`src/rtl/proc_wait_timer_array.sv`:
```
// proc_wait_timer_array
//   Multi-channel process wait-timer. Each channel loads a wait time from
//   the relative, external or registered event-reference source, counts it
//   down and pulses ch_expire once it runs out. An aggregated clock-gate
//   enable (any channel busy, or forced) qualifies sampling of ckg_ind.
//
// Optional feature macro: PROC_WAIT_RELOAD_EN
//   defined   : ch_reload[j] re-arms channel j with its last loaded value at
//               expiry (periodic mode); a last-load register per channel.
//   undefined : one-shot only, ch_reload ignored.
//
// Ports
//   clk, rst_n     : single clock, synchronous active-low reset
//   cmd_valid/ready: command handshake (ready combinational from state)
//   cmd_type       : 0=CANCEL 1=REL 2=EXT 3=EVENT, others illegal
//   cmd_ch         : target channel
//   proc_rel_time, proc_ext_time, event_proc : per-channel times, ch j at [j*TW +: TW]
//   ch_reload      : per-channel auto-reload request
//   ckg_force      : force clock-gate enable
//   ckg_ind        : clock-gate indication to sample
//   ch_busy        : channel counting (WAIT)
//   ch_expire      : one-cycle expiry pulse
//   cmd_err        : one-cycle pulse after an illegal command is accepted
//   ckg_en         : |ch_busy | ckg_force
//   ckg_ind_1d     : ckg_ind sampled on edges where ckg_en=1
module proc_wait_timer_array #(
  parameter int CH  = 2,
  parameter int TW  = 8,
  parameter int CHW = (CH > 1) ? $clog2(CH) : 1
) (
  input  logic             clk,
  input  logic             rst_n,
  input  logic             cmd_valid,
  output logic             cmd_ready,
  input  logic [4:0]       cmd_type,
  input  logic [CHW-1:0]   cmd_ch,
  input  logic [CH*TW-1:0] proc_rel_time,
  input  logic [CH*TW-1:0] proc_ext_time,
  input  logic [CH*TW-1:0] event_proc,
  input  logic [CH-1:0]    ch_reload,
  input  logic             ckg_force,
  input  logic             ckg_ind,
  output logic [CH-1:0]    ch_busy,
  output logic [CH-1:0]    ch_expire,
  output logic             cmd_err,
  output logic             ckg_en,
  output logic             ckg_ind_1d
);

  typedef enum logic [1:0] {S_IDLE, S_WAIT, S_DONE} state_e;

  localparam logic [4:0]   T_CANCEL = 5'd0;
  localparam logic [4:0]   T_REL    = 5'd1;
  localparam logic [4:0]   T_EXT    = 5'd2;
  localparam logic [4:0]   T_EVENT  = 5'd3;
  localparam logic [CHW:0] CH_L     = CH[CHW:0];

  state_e           state_q [CH];
  state_e           state_d [CH];
  logic [TW-1:0]    cnt_q   [CH];
  logic [TW-1:0]    cnt_d   [CH];
  logic [TW-1:0]    load_val[CH];
  logic [CH-1:0]    expire_q, expire_d;
  logic [CH-1:0]    hit, busy;
  logic [CH*TW-1:0] reftime_q;
  logic             cmd_err_q, ckg_ind_1d_q;
  logic             is_cancel, is_load, ch_oob, cmd_bad, sel_busy, accept;

`ifdef PROC_WAIT_RELOAD_EN
  logic [TW-1:0]    last_q [CH];
  logic [TW-1:0]    last_d [CH];
`else
  logic             unused_reload;
  assign unused_reload = ^ch_reload;
`endif

  // Command decode and handshake
  always_comb begin
    is_cancel = (cmd_type == T_CANCEL);
    is_load   = cmd_type inside {T_REL, T_EXT, T_EVENT};
    ch_oob    = ({1'b0, cmd_ch} >= CH_L);
    cmd_bad   = ch_oob | ~(is_cancel | is_load);
    sel_busy  = 1'b0;
    for (int unsigned j = 0; j < CH; j++) begin
      if (cmd_ch == CHW'(j)) sel_busy = busy[j];
    end
    cmd_ready = (is_cancel | cmd_bad) ? 1'b1 : ~sel_busy;
    accept    = cmd_valid & cmd_ready;
  end

  // Next-state logic per channel
  always_comb begin
    for (int unsigned j = 0; j < CH; j++) begin
      hit[j]      = accept & ~cmd_bad & (cmd_ch == CHW'(j));
      load_val[j] = proc_rel_time[j*TW +: TW];
      if (cmd_type == T_EXT)        load_val[j] = proc_ext_time[j*TW +: TW];
      else if (cmd_type == T_EVENT) load_val[j] = reftime_q[j*TW +: TW];

      state_d[j]  = state_q[j];
      cnt_d[j]    = cnt_q[j];
      expire_d[j] = 1'b0;
`ifdef PROC_WAIT_RELOAD_EN
      last_d[j]   = last_q[j];
`endif
      if (hit[j] && is_cancel) begin
        // Cancel beats the WAIT->DONE step, so no expire pulse.
        state_d[j] = S_IDLE;
        cnt_d[j]   = '0;
      end else if (hit[j] && is_load) begin
        cnt_d[j] = load_val[j];
`ifdef PROC_WAIT_RELOAD_EN
        last_d[j] = load_val[j];
`endif
        if (load_val[j] == '0) begin
          state_d[j]  = S_DONE;
          expire_d[j] = 1'b1;
        end else begin
          state_d[j] = S_WAIT;
        end
      end else begin
        unique case (state_q[j])
          S_WAIT: begin
            // cnt==0 in WAIT only arises from a reload of 0; it expires too.
            if (cnt_q[j] <= TW'(1)) begin
              expire_d[j] = 1'b1;
              state_d[j]  = S_DONE;
              cnt_d[j]    = '0;
`ifdef PROC_WAIT_RELOAD_EN
              if (ch_reload[j]) begin
                state_d[j] = S_WAIT;
                cnt_d[j]   = last_q[j];
              end
`endif
            end else begin
              cnt_d[j] = cnt_q[j] - TW'(1);
            end
          end
          S_DONE:  state_d[j] = S_IDLE;
          default: ;
        endcase
      end
    end
  end

  // State register
  always_ff @(posedge clk) begin
    if (!rst_n) begin
      for (int unsigned j = 0; j < CH; j++) begin
        state_q[j] <= S_IDLE;
        cnt_q[j]   <= '0;
`ifdef PROC_WAIT_RELOAD_EN
        last_q[j]  <= '0;
`endif
      end
      expire_q     <= '0;
      reftime_q    <= '0;
      cmd_err_q    <= 1'b0;
      ckg_ind_1d_q <= 1'b0;
    end else begin
      for (int unsigned j = 0; j < CH; j++) begin
        state_q[j] <= state_d[j];
        cnt_q[j]   <= cnt_d[j];
`ifdef PROC_WAIT_RELOAD_EN
        last_q[j]  <= last_d[j];
`endif
      end
      expire_q  <= expire_d;
      reftime_q <= event_proc;
      cmd_err_q <= accept & cmd_bad;
      if (ckg_en) ckg_ind_1d_q <= ckg_ind;
    end
  end

  // Outputs
  always_comb begin
    busy = '0;
    for (int unsigned j = 0; j < CH; j++) begin
      busy[j] = (state_q[j] == S_WAIT);
    end
    ch_busy    = busy;
    ch_expire  = expire_q;
    cmd_err    = cmd_err_q;
    ckg_en     = (|busy) | ckg_force;
    ckg_ind_1d = ckg_ind_1d_q;
  end

endmodule

```
`config.mk`:
```
export PLATFORM = sky130hd
export DESIGN_NAME = proc_wait_timer_array
export DESIGN_NICKNAME = d
export VERILOG_FILES = /design/src/rtl/proc_wait_timer_array.sv
export SDC_FILE = /design/constraint.sdc
export NUM_CORES = 1
export LEC_CHECK = 0
export CORE_MARGIN = 2
export CORE_UTILIZATION = 49
export CTS_BUF_LIST = sky130_fd_sc_hd__clkbuf_8
export DETAILED_ROUTE_END_ITERATION = 8
export PLACE_DENSITY_LB_ADDON = 0.2
export SYNTH_ARGS = -nofsm -noshare
export SYNTH_HDL_FRONTEND = slang
export SYNTH_SLANG_ARGS = --single-unit
```
`constraint.sdc`:
```
create_clock -name clk -period 2.11 [get_ports clk]
set_input_delay 0.422 -clock clk [delete_from_list [all_inputs] [get_ports clk]]
set_output_delay 0.422 -clock clk [all_outputs]
set_load 0.05 [all_outputs]
```
==> After elaboration in Yosys (flattened, before gate mapping) <==
Memory sizes are Yosys's and may differ from the RTL's.
Cells that the tools add are included.
{ "word_totals": {"register_bits": 20, "ramBits": 20, "inputBits": 61, "memories": 2} }
{ "op_classes": {"n_addsub": 2, "order_cmp": 2, "eq_ne": 7, "mux": 38, "bitwise_logic": 16, "reduce_logical": 11} }
{ "memory_table": {"columns": ["name", "words", "word_bits", "read_ports", "rd_ports_with_merged_regs", "wr", "line", "text"], "rows": [
  ["cnt_q", 2, 8, 2, 0, 2, "60", "logic [TW-1:0] cnt_q [CH];"],
  ["state_q", 2, 2, 2, 0, 2, "58", "state_e state_q [CH];"]
]} }
{ "ops": {"columns": ["operator", "count"], "rows": [
  ["$mux W8", 14],
  ["$mux W2", 10],
  ["$le A8 B1 Y1 const B", 2],
  ["$logic_not A8 Y1", 2],
  ["$sub A8 B1 Y8 const B", 2],
  ["$mux W1", 12],
  ["$eq A5 B2 Y1 const B", 2],
  ["$pmux W2 S2", 2],
  ["$or A1 B1 Y1", 7],
  ["$reduce_or A2 Y1", 3],
  ["$and A1 B1 Y1", 5],
  ["$eq A5 B1 Y1 const B", 1],
  ["$logic_not A5 Y1", 1],
  ["$eq A2 B1 Y1 const B", 2],
  ["$eq A2 B2 Y1 const B", 2],
  ["$logic_and A1 B1 Y1", 4],
  ["$not A1 Y1", 4],
  ["$reduce_bool A3 Y1", 1]
]} }

==> Longest topological paths before layout <==
Gate-level depths: netlist of run 1.
{ "logic_depth": {"depth_word": 13, "ltp_mapped": 7} }

==> Worst setup path before layout of run 1 <==
No wires, ideal clock.
{ "synth_path": {"kind": "reg2out", "from": "memory state_q[0][3] (netlist bit)", "to": "output cmd_ready", "t_arrival_ps": 1807, "required_time_ps": 1688, "slack_ps": -119, "stages_incl_launch_ff": 7, "n_path_buf": 1, "path_cell_list": "dfxtp_1 inv_1 ha_1 clkbuf_1 nand2_1 o21ai_0 nand3_1"} }
{ "synth_rtl": {"columns": ["item", "line", "text"], "rows": [
  ["from (decl)", "58", null],
  ["to (decl)", "34", "output logic cmd_ready,"]
]} }

==> results.py, run 1 <==
metrics = {
    "floorplanning": {
        "initial_utilization_pct": 50.9,
        "ios": 69,
        "core_area_um2": 4720,
        "die_w_um": 74.0,
        "die_h_um": 74.0,
        "dieArea_um2": 5480,
        "floorplan.rows": 25,
    },
    "layout": {
        "fin_nets": 445,
        "layout_commonest_cell": "clkdlybuf4s50_1",
        "fillCellCount": 361,
        "diodes": 0,
        "final_cell_mix": "clkdlybuf4s50_1 (61), dfxtp_1 (40), buf_4 (33)",
        "syn2layout_area_growth_pct": 45.4,
        "final_layout_size_suffix_gt1_share_pct": 17.2,
    },
    "worst_setup_path": {
        "slowest_delay_ps": 520,
        "criticalPathCategory": "primary input to flip-flop",
        "worst-path-buf-inv": 2,
        "crit_chain": "clkdlybuf4s50_1 > nor4b_1 > nand2_1 > nor3_2 > buf_4 > mux2_2 > nor2_1",
        "timing.critical_path.slowest_stage_cell": "clkdlybuf4s50_1",
        "cp.arrival_ps": 2300,
        "crit_fanout": 4,
        "crit_family": "simple AND/OR/NAND/NOR gates",
        "cp_data_required_time_ps": 2350,
        "cp-start-kind": "primary input",
        "crit_path_end_kind": "flip-flop",
    },
    "clock_network": {
        "cts_inserted_buffers": 5,
        "cts.sinks": 40,
        "clkLatencyLatePin_ps": 300,
        "clk_pin_slew_ps": 80,
        "cts_hold_buf": 0,
        "clk_path_buf_depth": 2,
        "htreeDepth": 2,
        "cts_tree": "done",
        "clockRootBuffer": "clkbuf_8",
    },
    "drt": {
        "viasPerCell": 5.56,
        "dr.first_iter.drc_count": 226,
        "drtAntennaViolNets": 0,
        "drc": 0,
        "first_pass_iters": 4,
        "num_vias": 2479,
        "wl_per_cell_um": 13.8,
        "wirelength_mm": 6.17,
    },
    "yosys": {
        "synth-async-reset-ratio_pct": 0,
        "synth_top_cell_area_share_pct": 33.3,
        "synth.area.top_cells": "dfxtp_1 (33%), mux2i_1 (7.5%), nor2_1 (4.8%)",
        "synthCells": 286,
        "ys_ff_latch": 40,
        "synth.net_count": 353,
        "synth_ff_type": "dfxtp_1",
        "avgSynthCellArea_um2": 8.40,
        "synth.distinct_cells": 52,
        "netlist_area_um2": 2400,
        "yosys.area.top_type": "dfxtp_1",
        "ys_warn_count": 0,
        "seq_area_frac_synth_pct": 33.3,
        "synth-edff-count": 0,
    },
    "power": {
        "powerDensity_nw_per_um2": 504,
        "p_comb_share_pct": 19.9,
        "p_sw_mw": 0.434,
        "finalPower_mw": 1.76,
        "p_leak_nw": 1.32,
        "swShare_pct": 24.7,
        "p_clk_share_pct": 34.7,
        "ir_drop_mv": 0.311,
        "seq_power_share_pct": 45.4,
        "internal_power_mw": 1.33,
    },
    "placement": {
        "globalplace.congestion": 0.843,
        "port_buffers": 66,
        "dp_hpwl_mm": 4.83,
    },
    "grt": {
        "gr-total-overflow": 0,
        "grt_antenna_before_repair": 0,
        "grt_usage_pct": 23.8,
        "grt_max_degree": 18,
        "grt_pass1_wl_mm": 10.2,
        "grt_pass1_vias": 2272,
    },
    "sta": {
        "fin_tns_setup_ps": 0,
        "max_freq_mhz": 486,
        "grt_setup_unrepaired": "false",
        "slew_viol_final": 0,
        "worst_pin_slew_ps": 504,
        "fin_skew_ps": 10.9,
        "relSlewSlack_pct": 66.3,
        "hold_viol_final": 0,
        "finalCriticalPeriod_ps": 2060,
        "finalCritPeriodShare_pct": 97.5,
        "setup_viol": 0,
    },
    "worst_hold_path": {
        "hold_path_class": "flip-flop to flip-flop",
    },
    "run_status": {
        "status": "complete, no violations",
    },
    "run": {
        "cap_violations": 0,
    },
}
-- power by group through the flow --
stage,clock (mW),sequential [mW],combinational [mW]
2_1_floorplan,0,0.822,0.149
3_3_place_gp,0,0.815,0.336
3_5_place_dp,0,0.816,0.342
4_1_cts,0.619,0.799,0.345
5_1_grt,0.646,0.803,0.381
6_report,0.611,0.799,0.351
-- synth_stat cells (2+ instances only) --
| cell type | number |
|---|---|
| a22oi_1 | 3 |
| nor3b_1 | 2 |
| nand3_1 | 6 |
| a211oi_1 | 2 |
| nand4_1 | 2 |
| o31ai_1 | 2 |
| buf_2 | 5 |
| mux2_2 | 2 |
| a21oi_1 | 15 |
| o21ai_0 | 13 |
| or3b_2 | 3 |
| dfxtp_1 | 40 |
| inv_1 | 8 |
| or3_1 | 3 |
| mux2i_1 | 18 |
| nand2_1 | 17 |
| nand2b_1 | 2 |
| ha_1 | 6 |
| nor2_1 | 31 |
| nand3b_1 | 5 |
| nor4_1 | 13 |
| clkbuf_1 | 8 |
| o211ai_1 | 11 |
| nor2b_1 | 2 |
| nor3_1 | 13 |
| a31oi_1 | 10 |
| and2_1 | 17 |
| nor4b_1 | 3 |
-- cells by family after synthesis --
logic type	Yosys count	synth area share (%)
compound gates	70	20.4
fa+ha+maj	6	3.12
buf+inv	22	3.85
flops	40	33.3
mux	20	8.43
simple gates	128	30.9
-- worst min-delay path: stages, from the launching register on --
cell	delay [ps]
dfxtp_1	340
o21ai_0	70
a31oi_1	90
-- flip-flops by register name, indices dropped and copies added (netlist names) --
name,flops
cnt_q,16
reftime_q,16
state_q,4
ch_expire,2
ckg_ind_1d,1
cmd_err,1
-- metrics by stage --
step / hold WS (ps) / std cells / area, µm² / setup WS [ps] / utilization (%)
detailed placement: 526 / 436 / 3350 / -207 / 70.9
finish: 547 / 446 / 3500 / 51.8 / 74.0
global route: 565 / 446 / 3500 / 2.51 / 74.0
global placement: 498 / 436 / 3350 / -173 / 70.9
CTS: 544 / 444 / 3460 / 30.1 / 73.2
floorplan: 490 / 286 / 2410 / 68.8 / -
-- path summary, 6_finish.rpt --
kind / to / slack, ps / cells after the start / startpoint
min: cnt_q[0][2] / 550 / 2 / cnt_q[0][2]
min reg2reg: cnt_q[0][2] / 550 / 2 / cnt_q[0][2]
max reg2reg: cnt_q[0][4] / 210 / 5 / cnt_q[0][3]
max: state_q[0][2] / 50 / 7 / cmd_type[3]
-- routing by layer --
layer / share of wire, % / global-route usage [%] / up-vias
met5: 0 / 0 / -
met4: 1.7 / 10.1 / 0
met3: 6.0 / 5.42 / 11
met2: 45 / 35.7 / 88
met1: 48 / 32.8 / 1130
li1: - / - / 1250
-- cell type report --
type                       count  area [µm²]  area share [%]
sequential                    40         801            22.9
clock inverter                 3        38.8            1.11
inverter                       8        30.0           0.859
timing repair buffer          99         938            26.8
multi-input combinational    224        1540            43.9
clock buffer                   5        68.8            1.97
tap                           67        83.8            2.40
-- what timing repair did --
item,in CTS,in global routing
setup endpoints to repair,2,3
setup buffers,0,2
resized for setup,2,4
(Power assumes the default switching activity.)
==> inputs of run 2 (changes only) <==
SETUP_SLACK_MARGIN = 0.2   (was default)
==> results.py, run 2 (same netlist as run 1, synthesis figures left out) <==
metrics = {
    "worst_setup_path": {
        "cp-start-kind": "flip-flop",
        "r2r_cells": 5,
        "reg2reg_slack_ps": 210,
        "criticalPathCategory": "flip-flop to flip-flop",
        "cp_data_required_time_ps": 2290,
        "crit_fanout": 7,
        "r2r-start": "cnt_q[0][3]",
        "crit_path_end_kind": "flip-flop",
        "rr_endpoint": "cnt_q[0][0]",
        "cp.arrival_ps": 2080,
    },
    "sta": {
        "relSlewSlack_pct": 66.7,
        "finalCritPeriodShare_pct": 90.0,
        "fin_tns_setup_ps": 0,
        "whs_ps": 430,
        "fin_skew_ps": 15.0,
        "worst_pin_slew_ps": 498,
        "finalCriticalPeriod_ps": 1900,
        "slew_viol_final": 0,
        "grt_setup_unrepaired": "true",
        "worst_slack_ps": 211,
        "max_freq_mhz": 527,
        "hold_viol_final": 0,
        "setup_viol": 0,
    },
    "layout": {
        "final_layout_size_suffix_gt1_share_pct": 21.7,
        "fin_nets": 449,
        "final_cell_mix": "clkdlybuf4s50_1 (55), buf_4 (38), dfxtp_1 (36)",
        "layout_commonest_cell": "clkdlybuf4s50_1",
        "fin_cells": 450,
        "diodes": 0,
        "syn2layout_area_growth_pct": 49.7,
        "reg.largest.list": "cnt_q (16), reftime_q (16), state_q (4)",
    },
    "placement": {
        "globalplace.congestion": 0.842,
        "dp_slack_ps": -294,
        "post-place-cells": 436,
        "dp_hpwl_mm": 4.67,
        "port_buffers": 66,
    },
    "run": {
        "cap_violations": 0,
    },
    "worst_hold_path": {
        "hold_path_class": "primary input to flip-flop",
        "min_to": "cmd_err",
        "min_path_cells": 3,
        "min_from": "cmd_valid",
    },
    "drt": {
        "drc": 0,
        "first_pass_iters": 4,
        "dr.first_iter.drc_count": 342,
        "viasPerCell": 5.58,
        "num_vias": 2510,
        "wirelength_mm": 6.29,
        "drtAntennaViolNets": 0,
        "wl_per_cell_um": 14.0,
    },
    "floorplanning": {
        "die_h_um": 74.0,
        "floorplan.rows": 25,
        "initial_utilization_pct": 50.9,
        "die_w_um": 74.0,
        "ios": 69,
        "core_area_um2": 4720,
        "dieArea_um2": 5480,
    },
    "clock_network": {
        "htreeDepth": 2,
        "clk_pin_slew_ps": 90,
        "clockRootBuffer": "clkbuf_8",
        "clk_path_buf_depth": 2,
        "cts_inserted_buffers": 5,
        "clkLatencyLatePin_ps": 300,
        "cts_tree": "done",
        "cts_hold_buf": 0,
        "cts.sinks": 40,
    },
    "grt": {
        "grt_antenna_before_repair": 0,
        "grt_pass1_vias": 2300,
        "gr-total-overflow": 0,
        "grt_pass1_wl_mm": 10.3,
        "grt_usage_pct": 24.1,
        "grt_max_degree": 18,
    },
    "power": {
        "p_leak_nw": 1.38,
        "finalPower_mw": 1.78,
        "powerDensity_nw_per_um2": 496,
        "ir_drop_mv": 0.365,
    },
    "run_status": {
        "status": "complete, no violations",
    },
}
-- run 2: worst max-delay path, stage by stage (launching register included) --
cell	delay, ps
dfxtp_1	380
or4_1	650
o31ai_4	330
nor2_1	70
a211oi_1	240
nor3_1	100
-- run 2: how the worst max path moves through the flow --
stage	from	depth (start not counted)	slack [ps]	to
final	cnt_q[0][3]	5	210	cnt_q[0][0]
after global routing	cnt_q[0][3]	5	150	cnt_q[0][0]
after CTS	state_q[0][1]	4	160	ckg_en
after detailed placement	cmd_type[0]	7	-290	state_q[0][1]
after global placement	cmd_type[3]	6	-170	state_q[0][0]
after floorplan	state_q[0][1]	6	200	cnt_q[0][3]
-- run 2: metal layers --
| layer | track usage [%] | up-vias | wire length (µm) |
|---|---|---|---|
| li1 | - | 1260 | - |
| met3 | 6.78 | 13 | 466 |
| met4 | 6.87 | 0 | 98 |
| met5 | 0 | - | 0 |
| met2 | 38.2 | 120 | 2890 |
| met1 | 32.1 | 1117 | 2840 |
-- run 2: timing repair --
action,4_1_cts,5_1_grt
pin swaps,1,3
setup endpoints to repair,14,15
hold endpoints to repair,0,0
resized for setup,8,21
buffers inserted,2,4
-- run 2: area by class of cell --
cell class                 instances  area [µm²]
inverter                           8        33.8
tap                               67        83.8
multi-input combinational        224        1600
sequential                        40         806
timing repair buffer             103         963
clock inverter                     3        42.5
clock buffer                       5        68.8
fill                             328        1130
-- run 2: per-stage QoR --
stage               utilization (%)  cell area [µm²]
floorplan                         -             2430
global placement               71.0             3360
detailed placement             71.0             3360
CTS                            74.0             3500
global route                   76.2             3600
finish                         76.2             3600
-- run 2: power by group --
group	switching (mW)	leakage, nW	internal, mW
logic	0.153	0.992	0.199
registers	0.0181	0.329	0.782
clock network	0.282	0.0541	0.350
total	0.453	1.38	1.33
